**config.mk**
```make
export PLATFORM = sky130hd
export DESIGN_NAME = pc_fetch_unit
export DESIGN_NICKNAME = d
export VERILOG_FILES = /design/src/rtl/pc_fetch_unit.sv
export SDC_FILE = /design/constraint.sdc
export NUM_CORES = 1
export LEC_CHECK = 0
export ABC_AREA = 1
export CELL_PAD_IN_SITES_DETAIL_PLACEMENT = 2
export CELL_PAD_IN_SITES_GLOBAL_PLACEMENT = 2
export CORE_ASPECT_RATIO = 1.25
export CORE_MARGIN = 3
export CORE_UTILIZATION = 32
export DETAILED_ROUTE_END_ITERATION = 12
export DONT_BUFFER_PORTS = 1
export PLACE_DENSITY = 0.82
export SETUP_SLACK_MARGIN = 0.05
export SLEW_MARGIN = 20
export SYNTH_ARGS = -nofsm -noshare
export SYNTH_HDL_FRONTEND = slang
export SYNTH_SLANG_ARGS = --single-unit
```
**constraint.sdc**
```tcl
create_clock -name CLK -period 1.64 [get_ports CLK]
set_input_delay 0.246 -clock CLK [delete_from_list [all_inputs] [get_ports CLK]]
set_output_delay 0.246 -clock CLK [all_outputs]
set_load 0.05 [all_outputs]
```
**src/rtl/pc_fetch_unit.sv**
```systemverilog
// pc_fetch_unit: program counter, instruction fetch over a req/ack handshake,
// and decode of the branch/jump fields consumed by the next-PC logic.
//
// state | meaning
// ------+--------------------------------------------------------------
// FETCH | request outstanding (IMemReq=1) or entry check of CurrentPC
// ISSUE | Instruction valid, waiting for ExecDone without Stall
// FAULT | sticky fetch fault (timeout or misaligned PC), exit by Reset
//
// MAX_WAIT is expected in the range 1..255.  The wait counter is 8 bits wide.
module pc_fetch_unit #(
  parameter logic [31:0] RESET_PC = 32'h00000000,
  parameter int          MAX_WAIT = 16
) (
  input  logic        CLK,
  input  logic        Reset,
  output logic        IMemReq,
  output logic [31:0] IMemAddr,
  input  logic        IMemAck,
  input  logic [31:0] IMemData,
  input  logic [31:0] NextPC,
  input  logic        ExecDone,
  input  logic        Stall,
  output logic [31:0] CurrentPC,
  output logic [31:0] Instruction,
  output logic        InstrValid,
  output logic [25:0] JumpField,
  output logic [31:0] SignExtImm32,
  output logic        Branch,
  output logic        Jump,
  output logic        FetchFault
);

  localparam logic [5:0] OpBeq = 6'b000100;
  localparam logic [5:0] OpJ   = 6'b000010;

  // Last un-acked request cycle before the fetch is declared faulty.
  localparam logic [7:0] WaitLast = 8'(MAX_WAIT - 1);

  typedef enum logic [1:0] {
    FETCH = 2'd0,
    ISSUE = 2'd1,
    FAULT = 2'd2
  } fetchState_t;

  fetchState_t state;
  logic [7:0]  waitCount;

  // The memory always sees the current PC; the request strobe qualifies it.
  assign IMemAddr = CurrentPC;

  // Decode is purely combinational from the latched word, so it follows
  // Instruction exactly, including the all-zero value after reset.
  assign JumpField    = Instruction[25:0];
  assign SignExtImm32 = {{16{Instruction[15]}}, Instruction[15:0]};
  assign Branch       = (Instruction[31:26] == OpBeq);
  assign Jump         = (Instruction[31:26] == OpJ);

  // Fetch/issue sequencing with registered outputs.
  always_ff @(posedge CLK) begin
    if (Reset) begin
      state       <= FETCH;
      CurrentPC   <= RESET_PC;
      Instruction <= 32'h0;
      InstrValid  <= 1'b0;
      IMemReq     <= 1'b0;
      FetchFault  <= 1'b0;
      waitCount   <= 8'd0;
    end else begin
      case (state)
        FETCH: begin
          if (!IMemReq) begin
            // Entry cycle: a misaligned PC never reaches the memory.
            if (CurrentPC[1:0] != 2'b00) begin
              state      <= FAULT;
              FetchFault <= 1'b1;
            end else begin
              IMemReq <= 1'b1;
            end
          end else if (IMemAck) begin
            Instruction <= IMemData;
            waitCount   <= 8'd0;
            IMemReq     <= 1'b0;
            InstrValid  <= 1'b1;
            state       <= ISSUE;
          end else if (waitCount == WaitLast) begin
            IMemReq    <= 1'b0;
            FetchFault <= 1'b1;
            state      <= FAULT;
          end else begin
            waitCount <= waitCount + 8'd1;
          end
        end

        ISSUE: begin
          if (ExecDone && !Stall) begin
            CurrentPC  <= NextPC;
            InstrValid <= 1'b0;
            // Request the next word immediately when aligned, giving a
            // two-cycle instruction period; a misaligned PC is caught on
            // the FETCH entry cycle instead.
            IMemReq    <= (NextPC[1:0] == 2'b00);
            state      <= FETCH;
          end
        end

        FAULT: begin
          IMemReq    <= 1'b0;
          InstrValid <= 1'b0;
          FetchFault <= 1'b1;
        end

        default: begin
          IMemReq    <= 1'b0;
          InstrValid <= 1'b0;
          FetchFault <= 1'b1;
          state      <= FAULT;
        end
      endcase
    end
  end

endmodule

```
# Word level (Yosys, flattened, before mapping)
# Index checks and enable logic that the tools add are counted.
word_totals:
  output_inout_bits: 159
  input_bits: 69
  elab_cells: 57
  register_bits: 77
op_classes:
  muxes: 23
  add_sub_neg: 1
  n_eq_ne: 13
  bitwise: 2
  reduce_logical: 11
op_table:
  columns: ["operator", "n"]
  rows:
  - ["2-to-1 mux 8 bit", 2]
  - ["2-to-1 mux 1 bit", 12]
  - ["2-to-1 mux 2 bit", 5]
  - ["!= test 3 bit (second input constant)", 3]
  - ["AND reduction 3 bit", 3]
  - ["adder 8 x 1 -> 8 bit (second input constant)", 1]
  - ["equality test 8 x 4 -> 1 bit (second input constant)", 1]
  - ["!= test 2 bit (second input constant)", 4]
  - ["AND reduction 4 bit", 2]
  - ["equality test 6 x 2 -> 1 bit (second input constant)", 1]
  - ["equality test 6 x 3 -> 1 bit (second input constant)", 1]
  - ["one-hot mux 1 bit (2 select lines)", 3]
  - ["one-hot mux 2 bit (3 select lines)", 1]
  - ["logical NOT 2 bit", 2]
  - ["!= test 4 bit (second input constant)", 1]
  - ["equality test 2 x 1 -> 1 bit (second input constant)", 1]
  - ["equality test 2 bit (second input constant)", 1]
  - ["inverter 1 bit", 2]
  - ["AND reduction 2 bit", 1]
  - ["nonzero test 2 bit", 1]
  - ["logical AND 1 bit", 1]
  - ["logical NOT 1 bit", 1]

# Logic depth before layout (Yosys ltp)
logic_depth:
  ltp_word: 5
  mapped_depth: 9
  depth_no_buf: 9

# Worst setup path after synthesis
# OpenSTA, ideal clock, no wires.
synth_path:
  kind: "flip-flop to output port"
  from: "register Instruction[31]"
  to: "output port Jump"
  path_buffers: 0
  path_stages_with_launch: 3
  required_time_ns: 1.394
  slack_ns: -0.971
  t_arrival_ns: 2.365
  path_cell_list: "dfxtp_1 > or3_1 > nor4_1"
synth_via:
  elab_chain_len: 1
synth_lines:
  columns: ["item", "line", "source"]
  rows:
  - ["start: declaration", "25", "output logic [31:0] Instruction,"]
  - ["start signal: assignment", "81", "Instruction <= IMemData;"]
  - ["equality test 6 x 2 -> 1 bit", "57", "assign Jump = (Instruction[31:26] == OpJ);"]
  - ["end: declaration", "30", "output logic Jump,"]
# No other way between the ends.

# Worst setup path in the final report
layout_path:
  from: "register Instruction[26]"
  to: "output port Jump"
# Same word-level chain as after synthesis.

==> key figures <==
Run status
  • Outcome: complete, but fails checks
  • Failing checks: negative setup slack

Timing
  • Worst slew margin: 0.656
  • Worst Tran Pin Value: between 500 and 600 ps
  • # setup viols final: 2
  • Worst Skew: 5.58 ps
  • Fmax: approximately 600 MHz
  • Fin crit share: 1.04
  • Setup TNS: -107 ps
  • Setup WS post-layout: -59.3 ps
  • RSZ-0062 raised after global routing: true
  • Minimum clock period: 1700 ps
  • Final Max Tran Viols: 0
  • Final hold violation count: 0

Synthesis
  • Cell area after synthesis: around 0.0037 sq mm
  • Avg Cell Area, Syn: roughly 7.5 sq um
  • Mapped Nets: 557
  • Yosys Warn Count: 0
  • Top-area cell type share of the netlist area: 0.421
  • Post-synthesis sequential area ratio: 0.421
  • Synth Instances: just under 500
  • Distinct cell type count after synthesis: 25
  • Flops & latches, synth: 77
  • Largest area contributor in the netlist: dfxtp_1
  • Synth area leaders: dfxtp_1 (42%), buf_4 (19%), nor2_1 (15%)

Detailed routing
  • Average wire per standard cell: 17.7 microns
  • Initial DRC Count: 70
  • Drt drc: 0
  • Via/cell ratio: 4.90
  • Drt total wl: ~11000 microns
  • Via Count: between 2000 and 3000
  • DRT antenna net count: 0
  • Pre-Repair DR Iteration Count: 4

GRT
  • Grt ovf: 0
  • Initial antenna violation count: 1
  • Vias in the first global route: between 3000 and 4000
  • Global-route wire length before repair: 16800 microns
  • Largest net degree at the start of global routing: 34
  • All-Layer GR Usage: 0.168

Setup path
  • CP Capture Type: output port
  • R2R Setup Slk: about 130 ps
  • Critical Path Start: Instruction[26]$_SDFFE_PP0P_
  • Arr. time, crit path: around 1500 ps
  • Crit Path Class: reg2out
  • CP endpoint: Jump
  • FF-to-FF End: waitCount[7]$_SDFFE_PP0P_
  • WP data required: ~1400 ps
  • CP Launch Type: register
  • Reg2reg path depth: 8
  • Maximum fanout along the worst path: 2
  • Worst r2r src: waitCount[0]$_SDFFE_PP0P_

Layout
  • Multi-input gate area: between 0.001 and 0.0015 sq mm
  • Area growth syn-to-layout: 11.1%
  • Reg area: about 0.0016 sq mm
  • Fill cells: about 1300
  • Final #Nets: approximately 540
  • Ant. Diodes: 0
  • Post-route cell area: between 0.004 and 0.005 sq mm
  • Share of cells above drive strength 1: 0.253
  • Final core utilization: 0.365

Place
  • Pre-CTS WS: between 100 and 150 ps
  • DP Wirelength: slightly above 8000 microns
  • Buffers on Ports: 0
  • Cell Area, Placed: between 0.003 and 0.004 sq mm
  • RePlAce Congestion: roughly 0.88

Clocking
  • Clock-pin slew on the worst setup and hold paths: ~60 ps
  • Root Driver: clkbuf_16
  • CTS tree: built
  • CTS Buf Count: 9
  • Clock Latency Late Sink: ~330 ps
  • H-tree depth: 3
  • CTS sink count: 77
  • Worst-case clock buffer depth: 2

Floorplanning
  • Core area: around 0.011 sq mm
  • Initial Utilization: 0.329
  • Rows: 43
  • DIE WIDTH: around 100 microns
  • I/O pin count: 228
  • DIE AREA: ~0.013 sq mm
  • Die Y-Extent: 126 microns

Power
  • PwrDens: around 2200 mW/mm^2
  • Peak VDD IR: 0.000903 V
  • Power Total: 8.88 mW
  • P_leak: around 1.7 nW

Job
  • Max cap viols: 0

Hold path
  • Worst Hold Class: in2reg
## cell usage in the layout, fill, tap and decap left out, types with 4 or more instances in the layout
cell	Yosys	layout
a21oi_1	12	12
nand2_2	4	5
nand3_1	9	9
inv_1	19	18
dfxtp_4	0	4
dfxtp_1	77	70
o21ai_0	56	55
buf_4	93	76
o21ai_1	12	13
clkbuf_16	0	9
nor2_1	145	145
nand2_1	26	25
## metrics by stage
| step | instances | hold slack [ps] |
|---|---|---|
| after CTS | 606 | 57.5 |
| final | 609 | 70.9 |
| after global placement | 589 | 318 |
| after detailed placement | 589 | 319 |
| after global routing | 609 | 74.3 |
| after floorplan | 487 | 391 |
## worst max-delay path, stage by stage, from the launching register on
cell	delay, ps
dfxtp_4	340
or3_4	410
nor4_4	200
buf_12	180
## registers in the layout, summed over array words and instances, names as in the netlist
name	cells
FetchFault	1
Instruction	32
waitCount	8
state	2
CurrentPC	32
IMemReq	1
InstrValid	1
## final cells by class
class,count,share of cell area
sequential,77,0.384
tap,135,0.0415
clock inverter,6,0.0154
timing repair buffer,82,0.167
clock buffer,10,0.0588
multi-input combinational,277,0.311
inverter,22,0.0222
## worst min path at each step
| stage | start | to | cells past startpoint |
|---|---|---|---|
| floorplan | IMemData[10] | Instruction[10]$_SDFFE_PP0P_ | 2 |
| global placement | Reset | waitCount[3]$_SDFFE_PP0P_ | 1 |
| detailed placement | Reset | InstrValid$_SDFFE_PP0P_ | 1 |
| CTS | IMemData[20] | Instruction[20]$_SDFFE_PP0P_ | 2 |
| global route | IMemData[20] | Instruction[20]$_SDFFE_PP0P_ | 2 |
| finish | IMemData[20] | Instruction[20]$_SDFFE_PP0P_ | 2 |
## cells in the mapped netlist (all sizes together)
library cell,instances
a21oi,12
o21bai,1
clkinv,2
dfxtp,77
xor2,1
nand4,3
clkbuf,11
buf,100
ha,1
nor3,1
inv,20
nand3,10
or3,1
o21ai,68
nor2,148
nor4,1
nand2,30
## per-layer routing
| layer | routed length, microns | track usage | vias up | share of wire |
|---|---|---|---|---|
| li1 | - | - | 1406 | - |
| met1 | 3830 | 0.169 | 1444 | 0.36 |
| met2 | 6020 | 0.317 | 115 | 0.56 |
| met3 | 724 | 0.0536 | 19 | 0.067 |
| met4 | 164 | 0.0556 | 2 | 0.015 |
| met5 | 13 | 0 | - | 0.0012 |
## repair_timing
item	CTS	global route
buffers inserted	0	3
hold endpoints to repair	9	0
hold buffers	1	0
setup endpoints to repair	2	11
pin swaps	2	3
resized for setup	1	8
## power by group
part	switching [mW]	total [mW]	internal [mW]
logic	3.50	4.37	0.872
clock network	0.786	2.00	1.22
registers	0.288	2.51	2.22
## cells by family (layout without fill, tap and decap cells)
family	after synthesis	in the layout	synth area share
AO/OA/AOI/OAI	81	81	0.115
XOR/XNOR	1	1	0.00239
adder cells (fa/ha/maj)	1	1	0.00342
buffers and inverters	133	120	0.246
flip-flops	77	77	0.421
AND/OR/NAND/NOR	194	194	0.212
Power figures use the tool's default switching activity.
